<file path="src/rtl/linebuff_scheduler_if.sv">
// Bundle between the line-buffer scheduler and its scanout/renderer peers.
// Handshake: rend_start/rend_abort are single-cycle pulses from the scheduler;
// rend_done is a single-cycle pulse from the renderer, sampled on the rising clock
// edge; there is no back-pressure, so each pulse is consumed in the cycle it is high.
interface linebuff_scheduler_if #(
    parameter int ADDR_W = 9,
    parameter int CNT_W  = 16
);
    logic              pix_ce;
    logic [8:0]        hcount;
    logic [8:0]        vcount;
    logic              hblank;
    logic              vblank;
    logic              scan_valid;
    logic              scan_bank;
    logic [ADDR_W-1:0] scan_addr;
    logic              rend_bank;
    logic [7:0]        rend_line;
    logic              rend_start;
    logic              rend_abort;
    logic              rend_done;
    logic              frame_start;
    logic              underrun;
    logic [CNT_W-1:0]  underrun_cnt;
    logic              fsm_busy;     // debug view of the render FSM (1 = BUSY)

    // Scheduler side.
    modport master (
        input  pix_ce, rend_done,
        output hcount, vcount, hblank, vblank, scan_valid, scan_bank, scan_addr,
               rend_bank, rend_line, rend_start, rend_abort, frame_start,
               underrun, underrun_cnt, fsm_busy
    );

    // Scanout / renderer / timing-source side.
    modport slave (
        output pix_ce, rend_done,
        input  hcount, vcount, hblank, vblank, scan_valid, scan_bank, scan_addr,
               rend_bank, rend_line, rend_start, rend_abort, frame_start,
               underrun, underrun_cnt, fsm_busy
    );
endinterface

</file>
<file path="src/rtl/linebuff_scheduler.sv">
// Video timing generator and ping-pong line-buffer controller.
// Scanout reads the front bank while the renderer fills the back bank; banks swap
// at each boundary entering an active line, and a render still in flight at a
// swap is aborted and counted as an underrun.
module linebuff_scheduler #(
    parameter int H_ACTIVE = 320,
    parameter int H_BLANK  = 80,
    parameter int V_ACTIVE = 240,
    parameter int V_BLANK  = 80,
    parameter int ADDR_W   = 9,
    parameter int CNT_W    = 16
) (
    input  logic                 clk,
    input  logic                 rst_n,
    linebuff_scheduler_if.master bus_if
);

    localparam int         H_TOTAL = H_ACTIVE + H_BLANK;
    localparam int         V_TOTAL = V_ACTIVE + V_BLANK;
    localparam logic [8:0] H_LAST  = 9'(H_TOTAL - 1);
    localparam logic [8:0] V_LAST  = 9'(V_TOTAL - 1);
    localparam logic [8:0] H_ACT9  = 9'(H_ACTIVE);
    localparam logic [8:0] V_ACT9  = 9'(V_ACTIVE);

    typedef enum logic {
        ST_IDLE = 1'b0,
        ST_BUSY = 1'b1
    } state_t;

    // Timing counters
    logic [8:0]       hcount_q, hcount_d;
    logic [8:0]       vcount_q, vcount_d;

    // Bank / request / status registers
    logic             scan_bank_q, scan_bank_d;
    logic [7:0]       rend_line_q, rend_line_d;
    logic             rend_start_q, rend_start_d;
    logic             rend_abort_q, rend_abort_d;
    logic             frame_start_q, frame_start_d;
    logic             underrun_q, underrun_d;
    logic [CNT_W-1:0] ucnt_q, ucnt_d;
    logic             kick_q, kick_d;
    state_t           state_q, state_d;

    // Boundary decode
    logic       line_end;   // this cycle's pixel advance wraps hcount
    logic [8:0] v_next;     // vcount after the wrap
    logic [8:0] v_target;   // line to render during v_next
    logic       swap;       // boundary entering an active line
    logic       req;        // boundary that requests a new line
    logic       done_ok;    // rend_done that counts (not coincident with rend_start)

    assign line_end = bus_if.pix_ce && (hcount_q == H_LAST);
    assign v_next   = (vcount_q == V_LAST) ? 9'd0 : vcount_q + 9'd1;
    assign v_target = (v_next == V_LAST) ? 9'd0 : v_next + 9'd1;
    assign swap     = line_end && (v_next < V_ACT9);
    assign req      = line_end && (v_target < V_ACT9);
    assign done_ok  = bus_if.rend_done && !rend_start_q;

    // Next-state for the pixel/line counters; frozen while pix_ce is low.
    always_comb begin
        hcount_d = hcount_q;
        vcount_d = vcount_q;
        if (bus_if.pix_ce) begin
            hcount_d = line_end ? 9'd0 : hcount_q + 9'd1;
        end
        if (line_end) begin
            vcount_d = v_next;
        end
    end

    // Render FSM next-state plus bank swap, request, underrun and frame pulses.
    always_comb begin
        state_d       = state_q;
        kick_d        = kick_q;
        scan_bank_d   = scan_bank_q;
        rend_line_d   = rend_line_q;
        rend_start_d  = 1'b0;
        rend_abort_d  = 1'b0;
        frame_start_d = 1'b0;
        underrun_d    = 1'b0;
        ucnt_d        = ucnt_q;

        if (swap) begin
            scan_bank_d = ~scan_bank_q;
        end

        if (line_end && (v_next == 9'd0)) begin
            frame_start_d = 1'b1;
        end

        // A render still running when its bank is handed to scanout is cancelled.
        if (swap && (state_q == ST_BUSY) && !done_ok) begin
            underrun_d   = 1'b1;
            rend_abort_d = 1'b1;
            if (ucnt_q != '1) begin
                ucnt_d = ucnt_q + CNT_W'(1);
            end
        end

        case (state_q)
            ST_IDLE: state_d = ST_IDLE;
            ST_BUSY: if (underrun_d || done_ok) state_d = ST_IDLE;
            default: state_d = ST_IDLE;
        endcase

        // A new request wins over completion/abort: the FSM ends BUSY.
        if (kick_q) begin
            rend_start_d = 1'b1;
            rend_line_d  = 8'd0;
            kick_d       = 1'b0;
            state_d      = ST_BUSY;
        end else if (req) begin
            rend_start_d = 1'b1;
            rend_line_d  = 8'(v_target);
            state_d      = ST_BUSY;
        end
    end

    // State registers; reset leaves the last blank line current so the first
    // boundary enters line 0 of a fresh frame.
    always_ff @(posedge clk or negedge rst_n) begin
        if (!rst_n) begin
            hcount_q      <= 9'd0;
            vcount_q      <= V_LAST;
            scan_bank_q   <= 1'b0;
            rend_line_q   <= 8'd0;
            rend_start_q  <= 1'b0;
            rend_abort_q  <= 1'b0;
            frame_start_q <= 1'b0;
            underrun_q    <= 1'b0;
            ucnt_q        <= '0;
            kick_q        <= 1'b1;
            state_q       <= ST_IDLE;
        end else begin
            hcount_q      <= hcount_d;
            vcount_q      <= vcount_d;
            scan_bank_q   <= scan_bank_d;
            rend_line_q   <= rend_line_d;
            rend_start_q  <= rend_start_d;
            rend_abort_q  <= rend_abort_d;
            frame_start_q <= frame_start_d;
            underrun_q    <= underrun_d;
            ucnt_q        <= ucnt_d;
            kick_q        <= kick_d;
            state_q       <= state_d;
        end
    end

    assign bus_if.hcount       = hcount_q;
    assign bus_if.vcount       = vcount_q;
    assign bus_if.hblank       = (hcount_q >= H_ACT9);
    assign bus_if.vblank       = (vcount_q >= V_ACT9);
    assign bus_if.scan_valid   = !bus_if.hblank && !bus_if.vblank;
    assign bus_if.scan_addr    = bus_if.scan_valid ? ADDR_W'(hcount_q) : '0;
    assign bus_if.scan_bank    = scan_bank_q;
    assign bus_if.rend_bank    = ~scan_bank_q;
    assign bus_if.rend_line    = rend_line_q;
    assign bus_if.rend_start   = rend_start_q;
    assign bus_if.rend_abort   = rend_abort_q;
    assign bus_if.frame_start  = frame_start_q;
    assign bus_if.underrun     = underrun_q;
    assign bus_if.underrun_cnt = ucnt_q;
    assign bus_if.fsm_busy     = (state_q == ST_BUSY);

endmodule

</file>
<file path="src/flat_wrapper.sv">
// flat-port wrapper written by rule: the top's interface ports become plain ports
module linebuff_scheduler_flat 
#(
    parameter int H_ACTIVE = 320,
    parameter int H_BLANK  = 80,
    parameter int V_ACTIVE = 240,
    parameter int V_BLANK  = 80,
    parameter int ADDR_W   = 9,
    parameter int CNT_W    = 16
)
  (clk, rst_n, bus_if_pix_ce, bus_if_rend_done, bus_if_hcount, bus_if_vcount, bus_if_hblank, bus_if_vblank, bus_if_scan_valid, bus_if_scan_bank, bus_if_scan_addr, bus_if_rend_bank, bus_if_rend_line, bus_if_rend_start, bus_if_rend_abort, bus_if_frame_start, bus_if_underrun, bus_if_underrun_cnt, bus_if_fsm_busy);
  linebuff_scheduler_if #(.ADDR_W(ADDR_W), .CNT_W(CNT_W)) bus_if_i ();
  input  logic clk;
  input  logic rst_n;
  input wire logic [$bits(bus_if_i.pix_ce)-1:0] bus_if_pix_ce;
  input wire logic [$bits(bus_if_i.rend_done)-1:0] bus_if_rend_done;
  output wire logic [$bits(bus_if_i.hcount)-1:0] bus_if_hcount;
  output wire logic [$bits(bus_if_i.vcount)-1:0] bus_if_vcount;
  output wire logic [$bits(bus_if_i.hblank)-1:0] bus_if_hblank;
  output wire logic [$bits(bus_if_i.vblank)-1:0] bus_if_vblank;
  output wire logic [$bits(bus_if_i.scan_valid)-1:0] bus_if_scan_valid;
  output wire logic [$bits(bus_if_i.scan_bank)-1:0] bus_if_scan_bank;
  output wire logic [$bits(bus_if_i.scan_addr)-1:0] bus_if_scan_addr;
  output wire logic [$bits(bus_if_i.rend_bank)-1:0] bus_if_rend_bank;
  output wire logic [$bits(bus_if_i.rend_line)-1:0] bus_if_rend_line;
  output wire logic [$bits(bus_if_i.rend_start)-1:0] bus_if_rend_start;
  output wire logic [$bits(bus_if_i.rend_abort)-1:0] bus_if_rend_abort;
  output wire logic [$bits(bus_if_i.frame_start)-1:0] bus_if_frame_start;
  output wire logic [$bits(bus_if_i.underrun)-1:0] bus_if_underrun;
  output wire logic [$bits(bus_if_i.underrun_cnt)-1:0] bus_if_underrun_cnt;
  output wire logic [$bits(bus_if_i.fsm_busy)-1:0] bus_if_fsm_busy;
  assign bus_if_i.pix_ce = bus_if_pix_ce;
  assign bus_if_i.rend_done = bus_if_rend_done;
  assign bus_if_hcount = bus_if_i.hcount;
  assign bus_if_vcount = bus_if_i.vcount;
  assign bus_if_hblank = bus_if_i.hblank;
  assign bus_if_vblank = bus_if_i.vblank;
  assign bus_if_scan_valid = bus_if_i.scan_valid;
  assign bus_if_scan_bank = bus_if_i.scan_bank;
  assign bus_if_scan_addr = bus_if_i.scan_addr;
  assign bus_if_rend_bank = bus_if_i.rend_bank;
  assign bus_if_rend_line = bus_if_i.rend_line;
  assign bus_if_rend_start = bus_if_i.rend_start;
  assign bus_if_rend_abort = bus_if_i.rend_abort;
  assign bus_if_frame_start = bus_if_i.frame_start;
  assign bus_if_underrun = bus_if_i.underrun;
  assign bus_if_underrun_cnt = bus_if_i.underrun_cnt;
  assign bus_if_fsm_busy = bus_if_i.fsm_busy;
  linebuff_scheduler #(.H_ACTIVE(H_ACTIVE), .H_BLANK(H_BLANK), .V_ACTIVE(V_ACTIVE), .V_BLANK(V_BLANK), .ADDR_W(ADDR_W), .CNT_W(CNT_W)) u_core (.clk(clk), .rst_n(rst_n), .bus_if(bus_if_i));
endmodule
</file>
<file path="config.mk">
export PLATFORM = sky130hd
export DESIGN_NAME = linebuff_scheduler_flat
export DESIGN_NICKNAME = d
export VERILOG_FILES = /design/src/rtl/linebuff_scheduler_if.sv /design/src/rtl/linebuff_scheduler.sv /design/src/flat_wrapper.sv
export SDC_FILE = /design/constraint.sdc
export NUM_CORES = 1
export LEC_CHECK = 0
export CAP_MARGIN = 10
export CORE_MARGIN = 3
export CORE_UTILIZATION = 40
export DETAILED_ROUTE_END_ITERATION = 8
export GPL_TIMING_DRIVEN = 0
export PLACE_DENSITY_LB_ADDON = 0.08
export SYNTH_ARGS = -nofsm -noshare
export SYNTH_HDL_FRONTEND = slang
export SYNTH_SLANG_ARGS = --single-unit
</file>
<file path="constraint.sdc">
create_clock -name clk -period 4.9 [get_ports clk]
set_input_delay 0.735 -clock clk [delete_from_list [all_inputs] [get_ports clk]]
set_output_delay 0.735 -clock clk [all_outputs]
set_load 0.03 [all_outputs]
</file>
# == Yosys cells after proc, flatten, opt, wreduce, memory -nomap -nowiden ==
# Cells that the tools add are included.
# classes
add_sub_neg,4
reduce_logical,16
n_bitwise,2
mux,14
order_cmp,4
eq_ne,4
# ops
operator,n
$mux W9,4
$add A9 B1 Y9 const B,3
$eq A9 B9 Y1 const B,3
$lt A9 B8 Y1 const B,2
$add A16 B1 Y16 const B,1
$mux W8,2
$ne A16 B16 Y1 const B,1
$ge A9 B8 Y1 const B,1
$ge A9 B9 Y1 const B,1
$logic_not A9 Y1,1
$logic_and A1 B1 Y1,8
$mux W1,7
$logic_not A1 Y1,4
$not A1 Y1,2
$pmux W1 S2,1
$reduce_and A2 Y1,1
$reduce_bool A2 Y1,1
$logic_or A1 B1 Y1,1
# word_totals
reg_bits,48
inputBits,4

# == Depth between registers and ports, before layout ==
# depth
ltp_word,12
depth_mapped,10
ltp_nobuf,8

# == Worst setup path after synthesis ==
# Ideal clock, no wire load.
# synth_path
path_kind,reg-to-output
from,"register u_core.vcount_q[7], in the netlist u_core.bus_if.vcount[7]"
to,output bus_if_scan_addr[2]
arrival_time_ns,2.004
stages_incl_launch_ff,5
slack_ns,2.161
cell_sequence,dfrtp_1 > buf_2 > a41o_1 > nor2_1 > and2_1
# synth_between
elab_chain_len,4
# synth_rtl
item,line,rtl
from (decl),linebuff_scheduler.sv:32,"logic [8:0] vcount_q, vcount_d;"
from (signal assigned),linebuff_scheduler.sv:137,vcount_q <= vcount_d;
$ge A9 B8 Y1,linebuff_scheduler.sv:153,assign bus_if.vblank = (vcount_q >= V_ACT9);
via bus_if_vblank,flat_wrapper.sv:20,output wire logic [$bits(bus_if_i.vblank)-1:0] bus_if_vblank;
$logic_not A1 Y1,linebuff_scheduler.sv:154,assign bus_if.scan_valid = !bus_if.hblank && !bus_if.vblank;
$logic_and A1 B1 Y1,linebuff_scheduler.sv:154,
via bus_if_scan_valid,flat_wrapper.sv:21,output wire logic [$bits(bus_if_i.scan_valid)-1:0] bus_if_scan_valid;
$mux W9,linebuff_scheduler.sv:155,assign bus_if.scan_addr = bus_if.scan_valid ? ADDR_W'(hcount_q) : '0;
to (decl),flat_wrapper.sv:23,output wire logic [$bits(bus_if_i.scan_addr)-1:0] bus_if_scan_addr;
# The timed path passes the listed nets, and every way through them passes these cells.

# == Final worst setup path ==
# layout_path
from,"register u_core.vcount_q[7], in the netlist u_core.bus_if.vcount[7]"
to,output bus_if_scan_addr[8]
# layout_between
elab_chain_len,4
# layout_rtl
item,line
$ge A9 B8 Y1,linebuff_scheduler.sv:153
$logic_not A1 Y1,linebuff_scheduler.sv:154
$logic_and A1 B1 Y1,linebuff_scheduler.sv:154
$mux W9,linebuff_scheduler.sv:155
# No other way between the ends.

==> run metrics <==
Mapped Area 2790 sq um; effective utilization at floorplan between 40 and 50%; Root Buffer clkbuf_8; power density over cell area 273 nW/um^2; Post-Syn Nets 290; Final Hold Vio Count 0; area delta synth->final 30.5%; startpoint class of the critical path register; first-pass GRT wire length 11300 um; worst path cell trace buf_2 > a41o_1 > nor2_1 > and2_1 > clkdlybuf4s50_1; CTS tree built; cts hold-fix bufs 0; Remaining DRCs 0; total negative slack 0 ns; R2R cell count 9; Post-Layout Inst Area roughly 3600 sq um; Post-Layout Cell Count 431; Ports 65; VDD IR max approximately 0.25 mV; WL/cell 15.6 um; Max Clk Rate 329 MHz; P_leak 1.51 nW; core area between 6000 and 7000 sq um; Post-Route Skew 0.00815 ns; FF-to-FF setup slack 2.10 ns; Post-CTS Setup Bufs 0; gpl congestion 0.793; Rows 29; Die W 89.5 um; largest net degree at the start of global routing 27; relative slew slack between 60% and 70%; Setup CP Type register to output pin; Hold Crit Class primary input to asynchronous set/reset pin; chip height between 80 and 90 um; final setup fails 0; Crit. End Element output pin; initial antenna violation count 0; worst path required time 4.16 ns; Yosys reg bits 48; H-tree Lvls 2; final worst slack 1.86 ns; Mapped Avg Cell Area 9.92 sq um; final WL about 6700 um; number of max-cap violations 0; Max stage delay on crit path 0.66 ns; Post-CTS Resized 0; CTS sink cnt 48; drt pass-1 iters 4; RSZ-0062 raised after global routing false; DRT antenna net count 0; Vias 2366; Power, Total 0.000994 W; number of CTS-inserted buffers 5; GR Overflow Total 0; Clock Path Buffers 2; latest clock arrival within the worst-skew pair approximately 0.31 ns; Seq/Total Area, Yosys 43.5%; Iter 0 DRT Violations 105; vias in the first global route 2319; outcome complete, no violations; Main synth FF type dfrtp_1; asr flop ratio synth 100%; critical path startpoint u_core.bus_if.vcount[7]$_DFFE_PN0P_; actual slew at the worst max-slew pin 0.536 ns; fraction of layout cells with a size suffix above 1 14.1%; GRT Util Overall 18.0%; crit path DAT around 2.3 ns; I/O Buffers between 60 and 70; Reg clk slew, reported paths ~0.10 ns; placed instance count roughly 420; R2R Path Start u_core.bus_if.vcount[1]$_DFFE_PN1P_; Layout Nets between 300 and 400; HPWL Detailed 4970 um; EDFF count, synth 0; Mapped Cells 281; Reg-to-Reg End u_core.bus_if.rend_line[1]$_DFFE_PN0P_; crit-path max FO 8; Distinct cells, synth 61; Max stage delay cell, worst path clkdlybuf4s50_1; die area between 8000 and 9000 sq um; DP Area 3540 sq um; Synth Warn # 0; number of antenna diodes 0; Vias/cell about 5.5; crit path time final 3.04 ns; period utilization 62.0%; pre-CTS setup slack 1.55 ns; Final Slew Violations 0; end of the critical path bus_if_scan_addr[8]
through the flow:
step	utilization [%]	hold WS (ns)
6_report	55.7	0.397
5_1_grt	55.7	0.430
4_1_cts	55.7	0.417
3_5_place_dp	54.2	0.486
3_3_place_gp	53.9	0.481
2_1_floorplan	-	0.439
cells by family (layout without fill, tap and decap cells):
logic type      after synthesis  in the layout  synth area share [%]
compound gates               51             51                  13.5
xor+xnor                     32             32                  10.1
fa+ha+maj                     5              5                  2.25
buf+inv                      25             98                  4.89
flops                        48             48                  43.5
mux                           2              2                 0.763
other cells                   1              1                 0.135
simple gates                117            117                  25.0
registers in the layout (all words and copies together) (netlist names):
| register | count |
|---|---|
| u_core.bus_if.frame_start | 1 |
| u_core.bus_if.fsm_busy | 1 |
| u_core.bus_if.hcount | 9 |
| u_core.bus_if.rend_abort | 1 |
| u_core.bus_if.rend_line | 8 |
| u_core.bus_if.rend_start | 1 |
| u_core.bus_if.scan_bank | 1 |
| u_core.bus_if.underrun_cnt | 16 |
| u_core.bus_if.vcount | 9 |
| u_core.kick_q | 1 |
layout make-up:
| type | count | area, sq um |
|---|---|---|
| fillers | 619 | 2900 |
| multi-input cells | 208 | 1440 |
| flip-flops and latches | 48 | 1210 |
| repair buffers | 65 | 656 |
| plain buffers | 15 | 98.8 |
| well taps | 77 | 96.3 |
| clock buffers | 6 | 82.6 |
| inverters | 10 | 37.5 |
| clock inverters | 2 | 15.0 |
layout by cell type, fill, tap and decap left out, drive strengths merged, types with 2 or more instances in the layout:
cell / instances
clkdlybuf4s50: 63
dfrtp: 40
xnor2: 24
nor2: 23
nand4: 19
o21ai: 17
nand2: 16
nand3: 15
buf: 15
and2: 10
nor3: 10
inv: 9
xor2: 8
dfstp: 8
clkbuf: 8
and3: 7
ha: 5
o21a: 5
a21oi: 4
nor2b: 3
and4: 3
o22ai: 3
a31oi: 3
o31ai: 3
nor4: 2
o2bb2ai: 2
nand2b: 2
or3: 2
clkinvlp: 2
how the worst min path moves through the flow:
stage	end	slack [ns]
final	u_core.bus_if.rend_line[6]$_DFFE_PN0P_	0.40
after global routing	u_core.bus_if.underrun_cnt[9]$_DFFE_PN0P_	0.43
after CTS	u_core.bus_if.vcount[6]$_DFFE_PN0P_	0.42
after detailed placement	u_core.bus_if.underrun_cnt[5]$_DFFE_PN0P_	0.49
after global placement	u_core.bus_if.underrun_cnt[5]$_DFFE_PN0P_	0.48
after floorplan	u_core.bus_if.frame_start$_DFF_PN0_	0.44
metal layers:
layer,vias to the layer above,part of all wire [%],global-route usage [%]
met4,0,1.2,4.87
li1,1148,-,-
met5,-,0,0
met2,48,46,28.4
met1,1164,49,25.1
met3,6,3.4,3.87
critical path, delay by kind of cell, from the launching register on:
kind            cells  cell delay (ns)
compound gates      1             0.30
buf+inv             2             0.83
flops               1             0.38
simple gates        2             0.48
cells in the mapped netlist, types with 2 or more instances:
cell        n  area, sq um
nand3_2     3         30.0
and4_1      3         26.3
xnor2_1    24          210
buf_2       7         35.0
buf_4       3         22.5
and3_1      7         43.8
and2_1      9         56.3
dfrtp_1    40         1000
o22ai_1     3         18.8
buf_6       3         33.8
a21oi_1     4         20.0
ha_1        5         62.6
nor3_1      8         40.0
o21ai_0    15         75.1
nor2_1     23         86.3
or3_1       2         12.5
o21a_1      4         30.0
nand2_1    15         56.3
nor2b_1     3         18.8
a31oi_1     3         18.8
xor2_1      8         70.1
dfstp_2     8          210
o31ai_1     3         22.5
o2bb2ai_1   2         17.5
nor4_4      2         42.5
nand2b_1    2         12.5
clkbuf_1    2         7.51
nand3_1    12         60.1
inv_1       9         33.8
nand4_1    18          113
power breakdown:
part           leakage, nW  internal, W  switching [W]
combinational        0.849     0.000113       0.000157
sequential           0.618     0.000421      0.0000430
clock               0.0434     0.000115       0.000146
(Power assumes the default switching activity.)
